===== config.mk =====
export PLATFORM = sky130hd
export DESIGN_NAME = fd_fetch_ctrl_flat
export DESIGN_NICKNAME = d
export VERILOG_FILES = /design/src/rtl/fd_pkg.sv /design/src/rtl/fd_fetch_ctrl_if.sv /design/src/rtl/fd_circle_offset.sv /design/src/rtl/fd_fetch_ctrl.sv /design/src/flat_wrapper.sv
export SDC_FILE = /design/constraint.sdc
export NUM_CORES = 1
export LEC_CHECK = 0
export CORE_ASPECT_RATIO = 0.9
export CORE_MARGIN = 2
export CORE_UTILIZATION = 40
export CTS_CLUSTER_DIAMETER = 200
export DETAILED_ROUTE_END_ITERATION = 12
export PLACE_DENSITY = 0.73
export RECOVER_POWER = 25
export SKIP_CTS_REPAIR_TIMING = 1
export SLEW_MARGIN = 40
export SYNTH_ARGS = -nofsm -noshare
export SYNTH_HDL_FRONTEND = slang
export SYNTH_SLANG_ARGS = --single-unit

===== constraint.sdc =====
create_clock -name clock -period 3.87 [get_ports clock]
set_input_delay 0.774 -clock clock [delete_from_list [all_inputs] [get_ports clock]]
set_output_delay 0.774 -clock clock [all_outputs]
set_load 0.05 [all_outputs]

===== src/rtl/fd_pkg.sv =====
// Shared types and constants for the FAST-9 fetch sequencer.
package fd_pkg;

    typedef enum logic [2:0] {
        StIdle,
        StFetch,
        StDrain,
        StReady,
        StDone
    } state_e;

    // Centres keep this many pixels clear of every image edge.
    localparam int unsigned BORDER    = 3;
    // Slot 0 is the centre, slots 1..16 are the circle pixels.
    localparam int unsigned NUM_SLOTS = 17;
    localparam int unsigned IDX_W     = 5;

    // Bresenham radius-3 circle, clockwise from twelve o'clock; entry k is slot k+1.
    localparam logic signed [2:0] CIRCLE_DX [16] = '{
        3'sd0, 3'sd1, 3'sd2, 3'sd3, 3'sd3, 3'sd3, 3'sd2, 3'sd1,
        3'sd0, -3'sd1, -3'sd2, -3'sd3, -3'sd3, -3'sd3, -3'sd2, -3'sd1
    };
    localparam logic signed [2:0] CIRCLE_DY [16] = '{
        -3'sd3, -3'sd3, -3'sd2, -3'sd1, 3'sd0, 3'sd1, 3'sd2, 3'sd3,
        3'sd3, 3'sd3, 3'sd2, 3'sd1, 3'sd0, -3'sd1, -3'sd2, -3'sd3
    };

endpackage


===== src/rtl/fd_fetch_ctrl_if.sv =====
// Control/SRAM/register-file signal bundle of the fetch sequencer.
interface fd_fetch_ctrl_if #(
    parameter int unsigned ADDR_W = 12,
    parameter int unsigned CW     = 6
);

    logic              start;
    logic              ack;
    logic              sramRe;
    logic [ADDR_W-1:0] sramAddr;
    logic              regWe;
    logic [4:0]        regAddr;
    logic              readen;
    logic [CW-1:0]     centerX;
    logic [CW-1:0]     centerY;
    logic              busy;
    logic              frameDone;

    // Sequencer side.
    modport master (
        input  start, ack,
        output sramRe, sramAddr, regWe, regAddr, readen, centerX, centerY, busy, frameDone
    );

    // Controller/detector side.
    modport slave (
        output start, ack,
        input  sramRe, sramAddr, regWe, regAddr, readen, centerX, centerY, busy, frameDone
    );

endinterface


===== src/rtl/fd_circle_offset.sv =====
// Slot index to pixel offset lookup; slot 0 (and any unused code) is the centre itself.
module fd_circle_offset
    import fd_pkg::*;
(
    input  logic [IDX_W-1:0]  idx_i,
    output logic signed [2:0] dx_o,
    output logic signed [2:0] dy_o
);

    logic [3:0] lut_idx;

    assign lut_idx = 4'(idx_i - IDX_W'(1));

    // Table lookup, circle slots only.
    always_comb begin
        dx_o = '0;
        dy_o = '0;
        if ((idx_i != '0) && (idx_i < IDX_W'(NUM_SLOTS))) begin
            dx_o = CIRCLE_DX[lut_idx];
            dy_o = CIRCLE_DY[lut_idx];
        end
    end

endmodule


===== src/rtl/fd_fetch_ctrl.sv =====
// Raster-order fetch sequencer feeding the FAST-9 pixel register file.
module fd_fetch_ctrl
    import fd_pkg::*;
#(
    parameter int unsigned IMG_W  = 64,
    parameter int unsigned IMG_H  = 64,
    parameter int unsigned ADDR_W = 12,
    parameter int unsigned CW     = 6
) (
    input logic            clock,
    input logic            reset,
    fd_fetch_ctrl_if.master bus
);

    localparam logic [CW-1:0]     CoordFirst = CW'(BORDER);
    localparam logic [CW-1:0]     XLast      = CW'(IMG_W - BORDER - 1);
    localparam logic [CW-1:0]     YLast      = CW'(IMG_H - BORDER - 1);
    localparam logic [IDX_W-1:0]  IdxLast    = IDX_W'(NUM_SLOTS - 1);
    localparam logic [ADDR_W-1:0] RowPitch   = ADDR_W'(IMG_W);

    state_e            state_q, state_d;
    logic [IDX_W-1:0]  idx_q, idx_d;
    logic [CW-1:0]     x_q, x_d;
    logic [CW-1:0]     y_q, y_d;
    logic              we_q;
    logic [IDX_W-1:0]  waddr_q;

    logic signed [2:0] dx, dy;
    logic signed [CW:0] px, py;
    logic [ADDR_W-1:0] col, row;
    logic              last_centre;

    fd_circle_offset u_offset (
        .idx_i (idx_q),
        .dx_o  (dx),
        .dy_o  (dy)
    );

    assign last_centre = (x_q == XLast) && (y_q == YLast);

    // Border keeps px/py non-negative, so the signed sums zero-extend safely.
    assign px  = $signed({1'b0, x_q}) + $signed({{(CW-2){dx[2]}}, dx});
    assign py  = $signed({1'b0, y_q}) + $signed({{(CW-2){dy[2]}}, dy});
    assign col = {{(ADDR_W-CW-1){1'b0}}, px};
    assign row = {{(ADDR_W-CW-1){1'b0}}, py};

    // Next-state logic: slot counter and centre raster walk.
    always_comb begin
        state_d = state_q;
        idx_d   = idx_q;
        x_d     = x_q;
        y_d     = y_q;
        case (state_q)
            StIdle: begin
                if (bus.start) begin
                    state_d = StFetch;
                    idx_d   = '0;
                    x_d     = CoordFirst;
                    y_d     = CoordFirst;
                end
            end
            StFetch: begin
                if (idx_q == IdxLast) begin
                    state_d = StDrain;
                    idx_d   = '0;
                end else begin
                    idx_d = idx_q + 1'b1;
                end
            end
            StDrain: state_d = StReady;
            StReady: begin
                if (bus.ack) begin
                    if (last_centre) begin
                        state_d = StDone;
                    end else begin
                        state_d = StFetch;
                        idx_d   = '0;
                        if (x_q == XLast) begin
                            x_d = CoordFirst;
                            y_d = y_q + 1'b1;
                        end else begin
                            x_d = x_q + 1'b1;
                        end
                    end
                end
            end
            StDone:  state_d = StIdle;
            default: state_d = StIdle;
        endcase
    end

    // State registers plus the one-cycle write delay matching SRAM read latency.
    always_ff @(posedge clock) begin
        if (reset) begin
            state_q <= StIdle;
            idx_q   <= '0;
            x_q     <= '0;
            y_q     <= '0;
            we_q    <= 1'b0;
            waddr_q <= '0;
        end else begin
            state_q <= state_d;
            idx_q   <= idx_d;
            x_q     <= x_d;
            y_q     <= y_d;
            we_q    <= (state_q == StFetch);
            waddr_q <= idx_q;
        end
    end

    assign bus.sramRe    = (state_q == StFetch);
    assign bus.sramAddr  = row * RowPitch + col;
    assign bus.regWe     = we_q;
    assign bus.regAddr   = waddr_q;
    assign bus.readen    = (state_q == StReady);
    assign bus.centerX   = x_q;
    assign bus.centerY   = y_q;
    assign bus.busy      = (state_q != StIdle);
    assign bus.frameDone = (state_q == StDone);

endmodule


===== src/flat_wrapper.sv =====
// flat-port wrapper written by rule: the top's interface ports become plain ports
module fd_fetch_ctrl_flat import fd_pkg::*;
#(
    parameter int unsigned IMG_W  = 64,
    parameter int unsigned IMG_H  = 64,
    parameter int unsigned ADDR_W = 12,
    parameter int unsigned CW     = 6
)
  (clock, reset, bus_start, bus_ack, bus_sramRe, bus_sramAddr, bus_regWe, bus_regAddr, bus_readen, bus_centerX, bus_centerY, bus_busy, bus_frameDone);
  fd_fetch_ctrl_if #(.ADDR_W(ADDR_W), .CW(CW)) bus_i ();
  input logic clock;
  input logic reset;
  input wire logic [$bits(bus_i.start)-1:0] bus_start;
  input wire logic [$bits(bus_i.ack)-1:0] bus_ack;
  output wire logic [$bits(bus_i.sramRe)-1:0] bus_sramRe;
  output wire logic [$bits(bus_i.sramAddr)-1:0] bus_sramAddr;
  output wire logic [$bits(bus_i.regWe)-1:0] bus_regWe;
  output wire logic [$bits(bus_i.regAddr)-1:0] bus_regAddr;
  output wire logic [$bits(bus_i.readen)-1:0] bus_readen;
  output wire logic [$bits(bus_i.centerX)-1:0] bus_centerX;
  output wire logic [$bits(bus_i.centerY)-1:0] bus_centerY;
  output wire logic [$bits(bus_i.busy)-1:0] bus_busy;
  output wire logic [$bits(bus_i.frameDone)-1:0] bus_frameDone;
  assign bus_i.start = bus_start;
  assign bus_i.ack = bus_ack;
  assign bus_sramRe = bus_i.sramRe;
  assign bus_sramAddr = bus_i.sramAddr;
  assign bus_regWe = bus_i.regWe;
  assign bus_regAddr = bus_i.regAddr;
  assign bus_readen = bus_i.readen;
  assign bus_centerX = bus_i.centerX;
  assign bus_centerY = bus_i.centerY;
  assign bus_busy = bus_i.busy;
  assign bus_frameDone = bus_i.frameDone;
  fd_fetch_ctrl #(.IMG_W(IMG_W), .IMG_H(IMG_H), .ADDR_W(ADDR_W), .CW(CW)) u_core (.clock(clock), .reset(reset), .bus(bus_i));
endmodule

==> results.py, run 1 <==
metrics = {
    "outcome": {
        "status": "finished, violations left",
        "failed_checks": "setup timing",
    },
    "cells_and_area": {
        "final_cell_area_um2": 3130,
        "num-nets-final": 342,
        "fin_util_pct": 63.9,
        "num_antenna_cells": 0,
        "syn_to_final_growth_pct": 52.9,
        "final_cell_mix": "nor2_1, buf_4, dfxtp_1",
        "layout-drive-gt1-share_pct": 30.9,
    },
    "pwr": {
        "power_leakage_nw": 1.37,
        "total_power_mw": 1.26,
        "ir_worst_vdd_mv": 0.337,
        "power_density_nw_per_um2": 404,
    },
    "sta": {
        "rsz0062_at_grt": "true",
        "worst_pin_slew_ps": 790,
        "hold_violations": 0,
        "holdWs_ps": 593,
        "drv_slew": 0,
        "fin_crit_sh_pct": 112,
        "max_slew_margin_pct": 47.2,
        "clock.fmax_mhz": 231,
        "period_minus_slack_ps": 4340,
        "setup_slack_ps": -465,
        "setup_violations": 5,
        "skew_ps": 5.39,
    },
    "die": {
        "start_util_pct": 41.8,
        "die_area_um2": 5700,
        "rows": 24,
        "fp.coreArea_um2": 4890,
        "top_level_ports": 38,
        "die_height_um": 71.8,
        "die_x_um": 79.4,
    },
    "logic_synthesis": {
        "syn_area_per_cell_um2": 8.21,
        "yosysWarnings": 0,
        "syn_inst": 249,
        "synth_edf_count": 0,
        "synth_area_um2": 2040,
        "yosys.area_share.xor_xnor_pct": 10.5,
        "synth_top_area_share_pct": 25.5,
        "synth_top_family_by_area": "simple AND/OR/NAND/NOR gates",
        "synthTopCellsByArea": "dfxtp_1, ha_1, nor2_1, xnor2_1, xor2_1",
        "synth_fa_ha_area_share_pct": 13.0,
        "synth_mux_area_share_pct": 1.96,
        "yosys.cell_types.count": 55,
        "ys.flop_type": "dfxtp_1",
        "synth-simple-area-share_pct": 25.4,
        "synth-seq-cells": 26,
        "synth-compound-area-share_pct": 17.9,
        "syn_nets": 273,
        "synth_async_sr_flop_share_pct": 0,
        "synth_seq_area_share_pct": 25.5,
        "synth_top_area_cell": "dfxtp_1",
    },
    "global_routing": {
        "antenna_found_initial": 0,
        "grt_max_degree": 22,
        "grt_util_all_layers_pct": 19.5,
        "grt_pass1_wl_um": 8950,
        "gr-total-overflow": 0,
        "first_global_vias": 1929,
    },
    "placement": {
        "post-place-ws_ps": -152,
        "hpwlAfterDp_um": 3940,
        "io_buffers": 37,
        "finalWeightedCongestion": 0.827,
        "dpl-instance-area_um2": 2850,
    },
    "critical_path": {
        "path_class": "flip-flop to primary output",
        "cp_max_fo": 6,
        "crit_required_ps": 3100,
        "startpoint_type": "flip-flop",
        "crit_path_end_kind": "primary output",
        "r2r_cells": 8,
        "cp.arrival_ps": 3560,
    },
    "detailed_routing": {
        "vias": 2048,
        "drtIter0Drc": 108,
        "wire_per_inst_um": 15.0,
        "drc": 0,
        "first_pass_iters": 4,
        "routed_via_density": 5.36,
        "ant_nets": 0,
        "wl_um": 5740,
    },
    "clock_tree": {
        "ctsRootBufferMaster": "clkbuf_8",
        "path_clk_slew_ps": 90,
        "cts-buffers-inserted": 3,
        "htree_num_levels": 1,
        "cts_sinks": 26,
        "clk-insertion-delay-late_ps": 280,
        "cts_buffer_depth": 2,
        "cts_tree": "built",
    },
    "worst_hold_path": {
        "whs_path_depth": 2,
        "hold_class": "flip-flop to flip-flop",
    },
    "flow_run": {
        "drv_cap": 0,
    },
}
stage by stage:
step / setup TNS, ps / std cells
finish: -1720 / 382
global route: -2480 / 382
global placement: -68.9 / 371
CTS: -1570 / 375
floorplan: -475 / 249
detailed placement: -168 / 371
final cells by class:
| cell class | instances | area (µm²) |
|---|---|---|
| Multi-Input combinational cell | 195 | 1620 |
| Clock buffer | 4 | 55.1 |
| Inverter | 18 | 67.6 |
| Fill cell | 399 | 1770 |
| Sequential cell | 26 | 529 |
| Tap cell | 65 | 81.3 |
| Timing Repair Buffer | 74 | 769 |
cells by family after synthesis:
group / count (synthesis)
buffers and inverters: 28
flip-flops: 26
adder cells (fa/ha/maj): 20
AO/OA/AOI/OAI: 47
multiplexers: 4
XOR/XNOR: 22
AND/OR/NAND/NOR: 102
worst max-delay path, cell delays in order, from the launching register on:
cell and delay, ps:
dfxtp_4 380, nor3_4 210, xnor2_2 180, buf_6 170, nor2_1 70, mux2i_1 170
o21ai_1 110, a21o_1 190, fa_2 390, nor2_2 120, a32o_2 210, ha_4 140
nor3b_4 230, nand3_2 120, xnor2_2 150, xnor3_2 290, buf_12 160
synth_stat cells, drive strengths merged (2+ instances only):
| cell | instances |
|---|---|
| nand3 | 4 |
| nand2 | 14 |
| and2 | 3 |
| o41ai | 2 |
| nor3b | 3 |
| a211oi | 3 |
| nand3b | 2 |
| o21ai | 5 |
| fa | 2 |
| and3 | 4 |
| a41oi | 2 |
| nor3 | 14 |
| nor4b | 2 |
| mux2i | 4 |
| o21a | 2 |
| xor2 | 10 |
| a31oi | 2 |
| a21o | 3 |
| a21oi | 12 |
| nor2 | 37 |
| clkbuf | 3 |
| nor4 | 5 |
| buf | 7 |
| a2bb2oi | 2 |
| or2 | 2 |
| o31ai | 2 |
| nand2b | 6 |
| nor2b | 2 |
| dfxtp | 26 |
| a311oi | 3 |
| xnor2 | 11 |
| ha | 18 |
| nand4 | 3 |
| inv | 18 |
flip-flops by register name (all words and copies together) (netlist names):
signal / count
u_core.state_q: 3
u_core.bus.centerY: 6
u_core.bus.regAddr: 5
u_core.bus.centerX: 6
u_core.idx_q: 5
u_core.bus.regWe: 1
metal layers:
metal	GRT usage, %	vias up	wire length, µm	part of all wire (%)
met2	32.1	55	2770	48
met1	26.5	973	2670	46
met3	3.65	8	233	4.1
met4	4.60	0	70	1.2
li1	-	1012	-	-
met5	0	-	0	0
report_power, final:
part / leakage (nW) / total, mW / internal [mW] / switching, mW
combinational: 1.13 / 0.772 / 0.342 / 0.429
sequential: 0.213 / 0.310 / 0.282 / 0.0282
clock: 0.0288 / 0.181 / 0.0911 / 0.0897
final timing paths:
kind / startpoint / end / slack [ps]
setup / recovery: u_core.idx_q[1] / bus_sramAddr[11] / -470
hold / removal: u_core.bus.centerY[4] / u_core.bus.centerY[4] / 590
setup reg to reg: u_core.bus.centerX[1] / u_core.bus.centerY[1] / 1630
hold reg to reg: u_core.bus.centerY[4] / u_core.bus.centerY[4] / 590
Note: power is estimated with default switching activity, not from simulation.
==> run 2: changes to the inputs <==
--- a/config.mk
+++ b/config.mk
@@ -8,7 +8,7 @@
 export CORE_ASPECT_RATIO = 0.9
 export CORE_MARGIN = 2
 export CORE_UTILIZATION = 40
-export CTS_CLUSTER_DIAMETER = 200
+export CTS_CLUSTER_DIAMETER = 30
 export DETAILED_ROUTE_END_ITERATION = 12
 export PLACE_DENSITY = 0.73
 export RECOVER_POWER = 25
==> results of run 2 <==
Same layout as run 1: the final DEF is identical, and so are final timing and power.
